[config.mk]
export PLATFORM = sky130hd
export DESIGN_NAME = dram_arbiter
export DESIGN_NICKNAME = d
export VERILOG_FILES = /design/src/rtl/dram_arbiter.sv
export SDC_FILE = /design/constraint.sdc
export NUM_CORES = 1
export LEC_CHECK = 0
export ABC_AREA = 1
export ABC_CLOCK_PERIOD_IN_PS = 1300
export BUFFER_PORTS_ARGS = -buffer_cell sky130_fd_sc_hd__buf_2
export CAP_MARGIN = 30
export CORE_AREA = 2 2 114 116
export DETAILED_ROUTE_END_ITERATION = 10
export DIE_AREA = 0 0 116 118
export SLEW_MARGIN = 20
export SYNTH_ARGS = -nofsm -noshare
export SYNTH_HDL_FRONTEND = slang
export SYNTH_SLANG_ARGS = --single-unit
export TNS_END_PERCENT = 1
[constraint.sdc]
create_clock -name clk -period 1.3 [get_ports clk]
set_input_delay 0.065 -clock clk [delete_from_list [all_inputs] [get_ports clk]]
set_output_delay 0.065 -clock clk [all_outputs]
set_load 0.005 [all_outputs]
[src/rtl/dram_arbiter.sv]
// rtl/dram_arbiter.sv - two-master round-robin arbiter with loader lock for a single-port data RAM
module dram_arbiter #(
  parameter int ADDR_W = 32,
  parameter int DATA_W = 32,
  parameter int RAM_AW = 12
) (
  input  logic              clk,
  input  logic              rst,
  input  logic              m0_req,
  input  logic              m0_we,
  input  logic [ADDR_W-1:0] m0_addr,
  input  logic [DATA_W-1:0] m0_wdata,
  input  logic [3:0]        m0_wstrb,
  input  logic              m1_req,
  input  logic              m1_we,
  input  logic [ADDR_W-1:0] m1_addr,
  input  logic [DATA_W-1:0] m1_wdata,
  input  logic [3:0]        m1_wstrb,
  input  logic              m1_lock,
  output logic              m0_gnt,
  output logic              m1_gnt,
  output logic              m0_rvalid,
  output logic              m1_rvalid,
  output logic [DATA_W-1:0] m0_rdata,
  output logic [DATA_W-1:0] m1_rdata,
  output logic              ram_en,
  output logic [3:0]        ram_we,
  output logic [RAM_AW-1:0] ram_addr,
  output logic [DATA_W-1:0] ram_wdata,
  input  logic [DATA_W-1:0] ram_rdata
);

  typedef enum logic {IDLE, LOCK1} state_t;

  state_t      state_q, state_d;
  logic        rr_last_q, rr_last_d;
  logic        pending_valid_q, pending_valid_d;
  logic        pending_owner_q, pending_owner_d;
  logic        pending_oor_q, pending_oor_d;

  logic              lock_active;
  logic              gnt_any;
  logic              sel_we;
  logic [ADDR_W-1:0] sel_addr;
  logic [DATA_W-1:0] sel_wdata;
  logic [3:0]        sel_wstrb;
  logic              in_range;
  logic              unused_addr_lsb;

  always_ff @(posedge clk) begin
    if (rst) begin
      state_q         <= IDLE;
      rr_last_q       <= 1'b1;
      pending_valid_q <= 1'b0;
      pending_owner_q <= 1'b0;
      pending_oor_q   <= 1'b0;
    end else begin
      state_q         <= state_d;
      rr_last_q       <= rr_last_d;
      pending_valid_q <= pending_valid_d;
      pending_owner_q <= pending_owner_d;
      pending_oor_q   <= pending_oor_d;
    end
  end

  // The lock only holds while m1_lock stays high; the release cycle arbitrates normally.
  always_comb begin
    lock_active = (state_q == LOCK1) && m1_lock;
    m0_gnt = 1'b0;
    m1_gnt = 1'b0;
    if (!rst) begin
      if (lock_active) begin
        m1_gnt = m1_req;
      end else if (m0_req && m1_req) begin
        m0_gnt = rr_last_q;
        m1_gnt = !rr_last_q;
      end else begin
        m0_gnt = m0_req;
        m1_gnt = m1_req;
      end
    end
  end

  always_comb begin
    gnt_any   = m0_gnt || m1_gnt;
    sel_we    = m1_gnt ? m1_we    : m0_we;
    sel_addr  = m1_gnt ? m1_addr  : m0_addr;
    sel_wdata = m1_gnt ? m1_wdata : m0_wdata;
    sel_wstrb = m1_gnt ? m1_wstrb : m0_wstrb;
    in_range  = (sel_addr[ADDR_W-1:RAM_AW+2] == '0);
    unused_addr_lsb = ^sel_addr[1:0];

    ram_en    = gnt_any && in_range;
    ram_we    = (ram_en && sel_we) ? sel_wstrb : 4'b0000;
    ram_addr  = sel_addr[RAM_AW+1:2];
    ram_wdata = sel_wdata;

    state_d = (m1_lock && (lock_active || m1_gnt)) ? LOCK1 : IDLE;
    rr_last_d = rr_last_q;
    if (m1_gnt) begin
      rr_last_d = 1'b1;
    end else if (m0_gnt) begin
      rr_last_d = 1'b0;
    end

    pending_valid_d = gnt_any && !sel_we;
    pending_owner_d = m1_gnt;
    pending_oor_d   = !in_range;
  end

  // Out-of-range reads still complete, returning zero data.
  always_comb begin
    m0_rvalid = !rst && pending_valid_q && !pending_owner_q;
    m1_rvalid = !rst && pending_valid_q && pending_owner_q;
    m0_rdata  = (m0_rvalid && !pending_oor_q) ? ram_rdata : '0;
    m1_rdata  = (m1_rvalid && !pending_oor_q) ? ram_rdata : '0;
  end

endmodule

==> summary.txt <==
Floorplan
  – Row count: between 40 and 50
  – Die Area: around 14000 um^2
  – Die X: ~120 um
  – Core outline area: approximately 12000 um^2
  – I/O pin count: around 290
  – Die H: roughly 120 um
  – Starting Density: a little under an eighth

Logic synthesis
  – Register area share after synthesis: slightly above 7%
  – Yosys reg bits: 5
  – Most instantiated library cell after synthesis: nand2_1
  – Syn Inst Count: between 300 and 400
  – Yosys top cell by area: nand2_1
  – Post-Synthesis Cell Area: 1420 um^2
  – Cell variety after synth: 20
  – Syn_nets: 508
  – Synth Area per Inst: ~4.3 um^2
  – Synth warn: 0
  – Post-synth top area share: 42.5%
  – Ys async rst share: 0%
  – Primary FF master, synth: dfxtp_1
  – Commonest cells post-synth: nand2_1, nor2_1, inv_1
  – Top post-synthesis cells by area: nand2_1, nor2_1, inv_1, dfxtp_1, buf_6
  – EDFF count, synth: 0

Worst setup path
  – Arrival time at the worst endpoint: between 1500 and 2000 ps
  – Crit path kind: register to output port
  – Worst Setup End Kind: output port
  – Crit-path max FO: 6
  – Startpoint class of the critical path: register
  – Worst EP required: around 1200 ps

Route
  – WL/cell: around 11 um
  – Drt via density: between 3 and 4
  – DR DRC count: 0
  – First DRT Iteration DRCs: 47
  – Total Wirelength: ~9000 um
  – Vias: 2915
  – Detailed Routing Iterations Pass 1: 6
  – Routed Antenna Nets: 0

Final layout
  – Layout cells sized above 1: between 50 and 60%
  – Final instance area: 3510 um^2
  – Filler cells: ~1500
  – FF+latch area: roughly 100 um^2
  – Antenna cells: 0
  – Final #Nets: ~800
  – Multi-input gate area: about 1100 um^2
  – Synthesis-to-finish area growth: 147%
  – Layout Utilization: between 20% and 30%

STA
  – RSZ-0062 raised after global routing: true
  – Post-route setup slack: -273 ps
  – Fmax: 0.636 GHz
  – Final Setup Violations: 50
  – Fin Setup TNS: -9430 ps
  – Slew Limit Fails: 0
  – Least-Margin Pin Slew: between 100 and 150 ps
  – Clock skew: 0.200 ps
  – Normalized max-slew margin: approximately nine tenths
  – Final period utilization: 121%
  – Period minus WS final: between 1500 and 2000 ps
  – Endpoints failing hold: 0

Placed design
  – Placer congestion estimate: between 0.7 and 0.8
  – Pre-CTS setup slack: -41.6 ps
  – Area post-placement: between 3000 and 4000 um^2
  – IO Port Bufs: around 290
  – DP Wirelength: approximately 7200 um

Run
  – Max-cap violation count: 0

Pwr
  – Switching fraction of total power: about a third
  – P_int: around 1.0 mW
  – Clock network fraction of design power: between 30% and 40%
  – Switching power: 517 uW
  – Pwr Density: roughly 450 nW/um^2
  – VDD IR max: 0.000318 V
  – Logic gate share of total power: around 57%
  – Pleak: 2.41 nW
  – Sequential power share: between 10% and 20%

Clock tree
  – CTS buffer count: 3
  – Clk sinks: 5
  – Clk slew on worst S/H paths: ~30 ps
  – Deepest clock path buffer count: 2
  – CTS tree: done
  – H-tree levels: 1
  – CTS Hold Bufs: 0
  – Worst skew pair latency: roughly 220 ps
  – Root Buffer: clkbuf_16

GRT
  – Total gr overflow: 0
  – GRT Total Usage: roughly an eighth
  – Number of global-route vias before repair: 2660
  – First-pass GRT wire length: between 10000 and 15000 um
  – Initial antenna violation count: 1
  – Largest net degree at the start of global routing: 33

Status
  – Violated checks: setup timing
  – Status: complete, but fails checks

Min path
  – HP Class: input pin to register
[layer usage]
layer | wire length (um) | global-route usage (%)
met1 | 3400 | 12.9
met2 | 4570 | 23.6
met3 | 889 | 2.32
met4 | 22 | 0.893
met5 | 13 | 0
[timing repair]
action / in CTS / in global routing
setup buffers: 3 / 0
hold endpoints to repair: 0 / 0
gates cloned: 6 / 0
pin swaps: 7 / 4
endpoints found under the setup margin: 52 / 114
gates resized for setup: 28 / 17
[final timing paths]
kind,start,endpoint,slack (ps),depth (start not counted)
worst min register to register,state_q,state_q,510,2
worst max-delay path,state_q,ram_we[0],-270,10
worst max register to register,state_q,pending_oor_q,150,7
worst min-delay path,rst,state_q,70,2
[cell usage in the layout (no fill, tap or decap), types with 2 or more instances in the layout]
cell type	n
buf_2	286
nand2_1	146
nor2_1	85
inv_1	40
nand2_2	12
buf_12	8
nor2_2	6
buf_16	6
nand2_4	4
clkbuf_16	3
dfxtp_2	3
a21oi_1	2
inv_2	2
nand3_4	2
nand3_1	2
nand4_1	2
nor2_4	2
o21ai_0	2
buf_6	2
dfxtp_1	2
buf_4	2
[critical path, stage by stage, from the launching register on]
cell and delay (ps):
dfxtp_2 320, nand2_2 70, nand3_4 80, nand3_4 130
buf_12 190, buf_12 140, nand2_2 70, nand2_2 40
inv_1 80, nor2_4 40, buf_2 120
[state kept, by name (all words and copies together) (netlist names)]
register / flops
pending_oor_q: 1
pending_owner_q: 1
pending_valid_q: 1
rr_last_q: 1
state_q: 1
[power groups by stage]
stage               clock (mW)  sequential, mW  combinational, mW
detailed placement           0           0.171              0.765
global placement             0           0.171              0.762
floorplan                    0           0.170              0.292
finish                   0.503           0.172              0.890
global route             0.523           0.172              0.997
CTS                      0.510           0.170              0.890
[metrics by stage]
stage	total power [mW]	instances	hold WS, ps
3_5_place_dp	0.936	784	302
3_3_place_gp	0.933	784	304
6_report	1.56	797	65.3
5_1_grt	1.69	797	75.2
4_1_cts	1.57	797	60.4
2_1_floorplan	0.462	333	134
[layout make-up]
| class | count | area share (%) |
|---|---|---|
| sequential | 5 | 2.96 |
| multi-input combinational | 269 | 32.8 |
| timing repair buffer | 304 | 51.1 |
| inverter | 43 | 4.81 |
| clock buffer | 4 | 2.25 |
| tap | 172 | 6.13 |
[logic make-up (layout without fill, tap and decap cells)]
logic type             Yosys count  in the layout  synth area share [%]
AOI/OAI and AO/OA                4              4                  1.41
DFF                              5              5                  7.04
and+or+nand+nor                265            265                  72.7
buffers and inverters           59            351                  18.8
Note: power is estimated with default switching activity, not from simulation.
